[src/rtl/df_pkg.sv]
// Shared definitions for the moving-average filter slice.
// Contents:
//   df_state_e      - filter FSM state (FILL while the window is priming, RUN after)
//   DF_* constants  - default parameter values used by the filter and its history store
//   df_clamp_win    - limits a requested window exponent to the largest supported one
package df_pkg;

  typedef enum logic {
    FILL = 1'b0,
    RUN  = 1'b1
  } df_state_e;

  localparam int unsigned DF_DATA_W       = 8;
  localparam int unsigned DF_LOG2_MAX_WIN = 3;
  localparam int unsigned DF_CFG_W        = 3;

  // Requests larger than the history depth fall back to the widest window.
  function automatic int unsigned df_clamp_win(input int unsigned cfg,
                                               input int unsigned maxWin);
    return (cfg > maxWin) ? maxWin : cfg;
  endfunction

endpackage

[src/rtl/df_hist_buf.sv]
// Circular sample store for the moving-average filter.
// One synchronous write port and one combinational read port; the read sees the
// old contents of a location that is written on the same edge.
// Ports:
//   clk      in  clock, rising edge
//   we_i     in  write enable
//   waddr_i  in  write address
//   wdata_i  in  write data
//   raddr_i  in  read address
//   rdata_o  out read data (combinational)
module df_hist_buf
  import df_pkg::*;
#(
  parameter int unsigned DATA_W = DF_DATA_W,
  parameter int unsigned ADDR_W = DF_LOG2_MAX_WIN
) (
  input  logic              clk,
  input  logic              we_i,
  input  logic [ADDR_W-1:0] waddr_i,
  input  logic [DATA_W-1:0] wdata_i,
  input  logic [ADDR_W-1:0] raddr_i,
  output logic [DATA_W-1:0] rdata_o
);

  localparam int unsigned DEPTH = 1 << ADDR_W;

  // No reset: every location is written after a flush before it is read.
  logic [DATA_W-1:0] mem_q [DEPTH];

  always_ff @(posedge clk) begin
    if (we_i) mem_q[waddr_i] <= wdata_i;
  end

  assign rdata_o = mem_q[raddr_i];

endmodule

[src/rtl/df_avg_filter_param.sv]
// Moving-average (boxcar) filter with a runtime-selectable window of 2^k samples.
// Ports:
//   clk        in  clock, rising edge
//   rst_n      in  asynchronous active-low reset
//   cfg_en     in  load cfg_in as the new window exponent and flush the history
//   cfg_in     in  requested window exponent (clamped to LOG2_MAX_WIN)
//   in_valid   in  in_data holds a new sample this cycle
//   in_data    in  unsigned input sample
//   out_valid  out one-cycle pulse when out_data carries a new average
//   out_data   out registered average, holds between pulses
//   win_sel    out active window exponent
//   filled     out history holds a full window of samples since the last flush
module df_avg_filter_param
  import df_pkg::*;
#(
  parameter int unsigned DATA_W       = DF_DATA_W,
  parameter int unsigned LOG2_MAX_WIN = DF_LOG2_MAX_WIN,
  parameter int unsigned CFG_W        = DF_CFG_W
) (
  input  logic                              clk,
  input  logic                              rst_n,
  input  logic                              cfg_en,
  input  logic [CFG_W-1:0]                  cfg_in,
  input  logic                              in_valid,
  input  logic [DATA_W-1:0]                 in_data,
  output logic                              out_valid,
  output logic [DATA_W-1:0]                 out_data,
  output logic [$clog2(LOG2_MAX_WIN+1)-1:0] win_sel,
  output logic                              filled
);

  localparam int unsigned WS_W  = $clog2(LOG2_MAX_WIN + 1);
  localparam int unsigned PTR_W = LOG2_MAX_WIN;
  localparam int unsigned CNT_W = LOG2_MAX_WIN + 1;
  localparam int unsigned ACC_W = DATA_W + LOG2_MAX_WIN;

  df_state_e         state_q, state_d;
  logic [WS_W-1:0]   winSel_q, winSel_d;
  logic [ACC_W-1:0]  sum_q, sum_d;
  logic [PTR_W-1:0]  wrPtr_q, wrPtr_d;
  logic [CNT_W-1:0]  fillCnt_q, fillCnt_d;
  logic              filled_q, filled_d;
  logic              outValid_q, outValid_d;
  logic [DATA_W-1:0] outData_q, outData_d;

  logic              accept;
  logic [CNT_W-1:0]  nWin;
  logic [PTR_W-1:0]  rdAddr;
  logic [DATA_W-1:0] rdData;
  logic [DATA_W-1:0] oldest;
  logic [ACC_W-1:0]  sumNext;

  assign accept = in_valid & ~cfg_en;
  assign nWin   = CNT_W'(1) << winSel_q;
  // With the widest window nWin truncates to 0 here, so the read hits the slot
  // about to be overwritten, which is exactly the oldest sample.
  assign rdAddr = wrPtr_q - nWin[PTR_W-1:0];

  df_hist_buf #(
    .DATA_W (DATA_W),
    .ADDR_W (PTR_W)
  ) u_hist (
    .clk     (clk),
    .we_i    (accept),
    .waddr_i (wrPtr_q),
    .wdata_i (in_data),
    .raddr_i (rdAddr),
    .rdata_o (rdData)
  );

  // Slots left over from before a flush must not leave the window.
  assign oldest  = (fillCnt_q < nWin) ? '0 : rdData;
  // Intermediate overflow wraps harmlessly; the subtraction brings it back in range.
  assign sumNext = sum_q + ACC_W'(in_data) - ACC_W'(oldest);

  always_comb begin
    state_d    = state_q;
    winSel_d   = winSel_q;
    sum_d      = sum_q;
    wrPtr_d    = wrPtr_q;
    fillCnt_d  = fillCnt_q;
    filled_d   = filled_q;
    outValid_d = 1'b0;
    outData_d  = outData_q;
    if (cfg_en) begin
      // Reconfiguration always flushes, even when the exponent is unchanged.
      winSel_d  = WS_W'(df_clamp_win(32'(cfg_in), LOG2_MAX_WIN));
      sum_d     = '0;
      fillCnt_d = '0;
      filled_d  = 1'b0;
      state_d   = FILL;
    end else if (in_valid) begin
      sum_d   = sumNext;
      wrPtr_d = wrPtr_q + PTR_W'(1);
      unique case (state_q)
        FILL: begin
          fillCnt_d = fillCnt_q + CNT_W'(1);
          if ((fillCnt_q + CNT_W'(1)) == nWin) begin
            state_d    = RUN;
            filled_d   = 1'b1;
            outValid_d = 1'b1;
            outData_d  = DATA_W'(sumNext >> winSel_q);
          end
        end
        RUN: begin
          outValid_d = 1'b1;
          outData_d  = DATA_W'(sumNext >> winSel_q);
        end
      endcase
    end
  end

  always_ff @(posedge clk or negedge rst_n) begin
    if (!rst_n) begin
      state_q    <= FILL;
      winSel_q   <= '0;
      sum_q      <= '0;
      wrPtr_q    <= '0;
      fillCnt_q  <= '0;
      filled_q   <= 1'b0;
      outValid_q <= 1'b0;
      outData_q  <= '0;
    end else begin
      state_q    <= state_d;
      winSel_q   <= winSel_d;
      sum_q      <= sum_d;
      wrPtr_q    <= wrPtr_d;
      fillCnt_q  <= fillCnt_d;
      filled_q   <= filled_d;
      outValid_q <= outValid_d;
      outData_q  <= outData_d;
    end
  end

  assign out_valid = outValid_q;
  assign out_data  = outData_q;
  assign win_sel   = winSel_q;
  assign filled    = filled_q;

endmodule
[config.mk]
export PLATFORM = sky130hd
export DESIGN_NAME = df_avg_filter_param
export DESIGN_NICKNAME = d
export VERILOG_FILES = /design/src/rtl/df_pkg.sv /design/src/rtl/df_hist_buf.sv /design/src/rtl/df_avg_filter_param.sv
export SDC_FILE = /design/constraint.sdc
export NUM_CORES = 1
export LEC_CHECK = 0
export BUFFER_PORTS_ARGS = -buffer_cell sky130_fd_sc_hd__buf_2
export CAP_MARGIN = 20
export CORE_MARGIN = 2
export CORE_UTILIZATION = 60
export DETAILED_ROUTE_END_ITERATION = 16
export GPL_TIMING_DRIVEN = 0
export PLACE_DENSITY = 0.82
export SLEW_MARGIN = 30
export SYNTH_ARGS = -nofsm -noshare
export SYNTH_HDL_FRONTEND = slang
export SYNTH_HIERARCHICAL = 1
export SYNTH_SLANG_ARGS = --single-unit
[constraint.sdc]
create_clock -name clk -period 11.6 [get_ports clk]
set_input_delay 1.16 -clock clk [delete_from_list [all_inputs] [get_ports clk]]
set_output_delay 1.16 -clock clk [all_outputs]
set_load 0.02 [all_outputs]
# After elaboration in Yosys (flattened, before gate mapping)
# Memory sizes are Yosys's and may differ from the RTL's.
# Index checks and enable logic that the tools add are counted.
totals:
  register_bits: 31
  latchBits: 0
  ramBits: 64
  romBits: 0
  output_inout_bits: 12
  word_cells: 52
  memories: 1
classes:
  add_sub_neg: 5
  n_mul: 0
  div: 0
  magnitude_cmp: 2
  n_eq_ne: 3
  n_shift: 2
  n_mux: 22
  n_bitwise: 3
  reduce_logical: 6
memory_table:
  columns: ["memory", "words", "word_bits", "read_ports", "rd_ports_with_merged_regs", "write_ports", "line_no", "source"]
  rows:
  - ["u_hist.mem_q", 8, 8, 1, 0, 1, "df_hist_buf.sv:28", "logic [DATA_W-1:0] mem_q [DEPTH];"]
op_table:
  columns: ["operator", "n"]
  rows:
  - ["11-bit two-way mux", 2]
  - ["8-bit two-way mux", 2]
  - ["8-bit case mux with 2 select lines", 1]
  - ["1-bit two-way mux", 12]
  - ["4-bit two-way mux", 3]
  - ["11-bit by 8-bit adder with 11-bit output", 1]
  - ["11-bit by 2-bit >> shifter with 8-bit output", 1]
  - ["11-bit by 8-bit subtractor with 11-bit output", 1]
  - ["3-bit AND reduction", 2]
  - ["4-bit by 1-bit adder with 4-bit output, second input constant", 1]
  - ["4-bit == test", 1]
  - ["4-bit < comparator", 1]
  - ["2-bit != test, second input constant", 2]
  - ["2-bit AND reduction", 2]
  - ["2-bit nonzero test", 2]
  - ["1-bit by 2-bit << shifter with 4-bit output, first input constant", 1]
  - ["3-bit by 1-bit adder with 3-bit output, second input constant", 1]
  - ["3-bit by 2-bit greater-than comparator with 1-bit output, second input constant", 1]
  - ["3-bit subtractor", 1]
  - ["2-bit two-way mux", 1]
  - ["1-bit NOT", 2]
  - ["1-bit case mux with 2 select lines", 1]
  - ["1-bit bitwise AND", 1]

# Logic depth before layout (Yosys ltp)
# An unclocked memory read counts as a cell.
logic_depth:
  depth_word: 8
  depth_mapped: 23

# By module
# The synthesis kept the hierarchy.
modules_own_cells:
  columns: ["module", "instances", "cells_per_inst", "area_per_inst_um2"]
  rows:
  - ["df_hist_buf", 1, 106, 2531.2]
  - ["df_avg_filter_param", 1, 269, 2478.6]

# Worst setup path after synthesis
# OpenSTA, ideal clock, no wires.
synth_timing:
  path_kind: "flip-flop to flip-flop"
  startpoint: "register winSel_q[1] (netlist: win_sel[1])"
  endpoint: "register outData_q[6] (netlist: out_data[6])"
  arrival_time_ns: 5.140
  required_ns: 11.475
  slack_ns: 6.335
  stages_incl_launch_ff: 22
  n_path_buf: 3
  cell_sequence: "dfrtp_1 > buf_2 > nor2_1 > ha_1 > fa_1 > xor2_1 > xnor2_1 > clkbuf_1 > buf_2 > mux4_1 > mux2_2 > nor2b_1 > fa_1 > inv_1 > ha_1 > a211oi_2 > o21ai_2 > a311oi_2 > xor2_1 > inv_1 > mux4_2 > mux2_4"
synth_between:
  elab_chain_len: 8
  elab_cells_between_ends: 12
  classes_between: "add/sub (2); order compare (1); eq/ne (2); shift (2); mux (3); reduce/logical (1); memory (1)"
synth_rtl:
  columns: ["item", "line_no", "source"]
  rows:
  - ["from (decl)", "df_avg_filter_param.sv:38", "logic [WS_W-1:0] winSel_q, winSel_d;"]
  - ["from (signal assigned)", "df_avg_filter_param.sv:125", "winSel_q <= winSel_d;"]
  - ["1-bit by 2-bit << shifter with 4-bit output (*)", "df_avg_filter_param.sv:54", "assign nWin = CNT_W'(1) << winSel_q;"]
  - ["3-bit subtractor (*)", "df_avg_filter_param.sv:57", "assign rdAddr = wrPtr_q - nWin[PTR_W-1:0];"]
  - ["via rdAddr[2]", "df_avg_filter_param.sv:48", "logic [PTR_W-1:0] rdAddr;"]
  - ["memory 8 x 8 bit (*)", null, null]
  - ["via rdData[1]", "df_avg_filter_param.sv:49", "logic [DATA_W-1:0] rdData;"]
  - ["8-bit two-way mux (*)", "df_avg_filter_param.sv:72", "assign oldest = (fillCnt_q < nWin) ? '0 : rdData;"]
  - ["11-bit by 8-bit subtractor with 11-bit output (*)", "df_avg_filter_param.sv:74", "assign sumNext = sum_q + ACC_W'(in_data) - ACC_W'(oldest);"]
  - ["11-bit by 2-bit >> shifter with 8-bit output (*)", "df_avg_filter_param.sv:102, df_avg_filter_param.sv:107", null]
  - ["8-bit two-way mux", "df_avg_filter_param.sv:98", "if ((fillCnt_q + CNT_W'(1)) == nWin) begin"]
  - ["8-bit case mux with 2 select lines (*)", "df_avg_filter_param.sv:95", "unique case (state_q)"]
  - ["to (signal assigned)", "df_avg_filter_param.sv:131", "outData_q <= outData_d;"]
  - ["to (decl)", "df_avg_filter_param.sv:44", "logic [DATA_W-1:0] outData_q, outData_d;"]
# The timed path passes the listed nets; every way through them passes the cells marked *. The select of a mux whose other input is x is not followed.
# A chain may end at the register's enable or synchronous reset.

# Final worst setup path
# Ends and elaborated chain as after synthesis.

==> metrics.txt <==
outcome=complete, no violations; final WL=9300 um; ys flop type=edfxtp_1; starting density of the core=61.6%; Max Cap Violations=0; min Tclk post-route=5.88 ns; flop and latch count out of synthesis=95; clk buf depth=2; Residual DRC=0; DP Wirelength=6760 um; grt ovf=0; first-pass GRT wire length=14900 um; final instance area=0.00547 mm^2; Routed WL per cell=17.8 um; number of detailed-route iterations in the first pass=5; Die Wd=95.4 um; Routed Antenna Nets=0; Inst Count DP=505; register area=0.00270 mm^2; Distinct cells, synth=50; postcts setup bufs=0; Async SR Flop Fraction=32.6%; LEAKAGE=0.00226 uW; sequential-to-total area share from yosys stat=53.8%; antenna violations before repair=0; Ports=27; cells after synthesis=375; Yosys top cell area share=38.4%; final setup vio count=0; Max Clock Skew=0.0134 ns; crit path cell chain=buf_2 > nor2_1 > ha_1 > fa_1 > xor2_1 > xnor2_1 > clkbuf_1 > buf_2 > mux4_1 > mux2_2 > nor2b_1 > fa_1 > inv_1 > ha_1 > a211oi_2 > o21ai_2 > a311oi_2 > xor2_1 > inv_1 > mux4_2 > mux2_4; Multi-input gate area=0.00206 mm^2; top cells by area, synth=edfxtp_1 38%, dfrtp_1 15%, mux4_1 7.9%, ha_1 4.5%, fa_1 3.6%; mapped cell area=0.00501 mm^2; Worst-Margin Slew=0.895 ns; Worst Setup Start Kind=flip-flop; worst-path fanout max=10; Worst Path Required=11.88 ns; CP Data Arrival Time=6.16 ns; H-Tree Depth=3; Final Cycle Share=50.7%; First DRT Iteration DRCs=256; Avg Vias per Cell=5.83; placed standard-cell area=0.00528 mm^2; share of layout cells above drive strength 1=17.1%; row count=33; clk_lat worst skew=0.38 ns; crit path capture type=flip-flop; fin nets=453; Die H=95.4 um; IO buf count=25; CTS clk-pin slew, worst paths=0.11 ns; CTS Hold Bufs=0; final hold viol count=0; fmax=170 MHz; Root Buffer=clkbuf_8; Ant. Diodes=0; Worst path slowest cell=fa_1; RSZ-0062 raised after global routing=false; pwr/cell area=288 mW/mm^2; Die ar.=0.00910 mm^2; via count=3036; leading area contributor after synthesis=edfxtp_1; Yosys warnings=6; Slew Limit Headroom=40.1%; critical path class=flip-flop to flip-flop; Non-Filler Instances=521; Filler Cell Count=556; CTS tree=yes; largest net degree at the start of global routing=32; number of global-route vias before repair=2973; final setup TNS=0 ns; Max stage delay on crit path=0.56 ns; Avg Inst Size Synth=13.4 um^2; Final Power=1580 uW; GPL Wtd Cong=0.809; core region area=0.00813 mm^2; Max IR drop VDD=0.000131 V; Layout area overhead=9.24%; fin. max-slew vios=0; hold crit path type=flip-flop to flip-flop; clock sink count=95; overall global routing resource usage=22.7%; synthesized net count=417; CTS Buf Count=9; post-cts sizing count=0; EDFF count, synth=64
## routing by layer
layer	GRT usage (%)	share of wire [%]
met5	0	0
met2	36.7	50
met4	7.62	1.3
met1	30.6	42
met3	5.45	6.4
## cell type report
| class | instances | area share, % |
|---|---|---|
| tap | 105 | 2.40 |
| inverter | 47 | 3.22 |
| buffer | 14 | 1.62 |
| multi-input combinational | 219 | 37.6 |
| clock inverter | 7 | 1.33 |
| sequential | 95 | 49.3 |
| timing repair buffer | 25 | 2.29 |
| clock buffer | 9 | 2.26 |
## power by group
group | leakage (uW) | internal, uW | switching (uW)
Clock | 0.000103 | 85.3 | 130
Sequential | 0.000976 | 415 | 31.2
Combinational | 0.00118 | 415 | 498
Total | 0.00226 | 916 | 659
## synth_stat cells (2+ instances only)
library cell,count
mux2i_1,16
ha_1,18
nand2_1,18
a21o_1,4
nand3_1,4
o21ai_0,9
a21oi_1,12
buf_6,2
edfxtp_1,64
or3_1,2
dfrtp_1,31
mux4_2,2
nor3_1,2
buf_1,2
nor2_1,27
xnor2_1,13
inv_1,46
a211oi_1,4
nor2b_1,11
o22ai_1,2
fa_1,9
buf_2,4
clkbuf_1,5
o211ai_1,3
o21ai_2,2
xor2_1,7
o21ai_1,3
mux4_1,15
a311oi_2,2
mux2_2,9
mux2_1,3
nand2b_1,6
## logic make-up (layout without fill, tap and decap cells)
family / count (synthesis) / in the layout / share of synthesized area [%]
flops: 95 / 95 / 53.8
simple gates: 73 / 73 / 6.72
buf+inv: 61 / 102 / 5.29
compound gates: 52 / 52 / 7.27
mux: 46 / 46 / 15.0
fa+ha+maj: 27 / 27 / 8.09
xor+xnor: 21 / 21 / 3.82
## per-stage QoR
step                      hold WS, ns  util (%)  worst slack [ns]
after floorplan                 0.486         -              6.33
after global placement          0.460      64.7              5.84
after detailed placement        0.474      64.9              5.78
after CTS                       0.498      67.3              5.74
after global routing            0.522      67.3              5.43
final                           0.493      67.3              5.72
## layout by cell type (no fill, tap or decap), types with 3 or more instances in the layout
master / instances
a21oi_1: 12
clkbuf_8: 9
inv_8: 3
o21ai_0: 9
o21ai_1: 3
edfxtp_1: 64
o211ai_1: 3
fa_1: 9
nand3_1: 4
mux2_1: 3
mux2i_1: 16
xnor2_1: 13
ha_1: 18
nand2b_1: 6
nor2_1: 27
a211oi_1: 4
dfrtp_1: 31
inv_1: 46
clkbuf_1: 5
nor2b_1: 11
xor2_1: 7
buf_2: 29
mux4_1: 15
nand2_1: 18
mux2_2: 9
a21o_1: 4
## worst max-delay path, delay by kind of cell, from the launching register on
kind	cells	cell delay, ns
AOI/OAI and AO/OA	3	0.68
xor gates and xnor gates	3	0.54
adders and majority gates	4	1.46
buffers and inverters	5	1.10
DFF	1	0.37
muxes	4	1.34
and+or+nand+nor	2	0.28
## state kept, by name, summed over array words and instances, names as in the netlist
register      flops
u_hist/mem_q     64
sum_q            11
filled            1
fillCnt_q         4
out_data          8
win_sel           2
out_valid         1
state_q           1
wrPtr_q           3
## worst paths after layout
kind | from | to | slack (ns) | cells after the start
worst max-delay path | win_sel[1] | out_data[6] | 5.72 | 21
worst min-delay path | out_data[1] | out_data[1] | 0.49 | 1
worst max register to register | win_sel[1] | out_data[6] | 5.72 | 21
worst min register to register | out_data[1] | out_data[1] | 0.49 | 1
max in group asynchronous | rst_n | fillCnt_q[0] | 10.34 | 1
min in group asynchronous | rst_n | sum_q[10] | 0.80 | 1
Note: power is estimated with default switching activity, not from simulation.
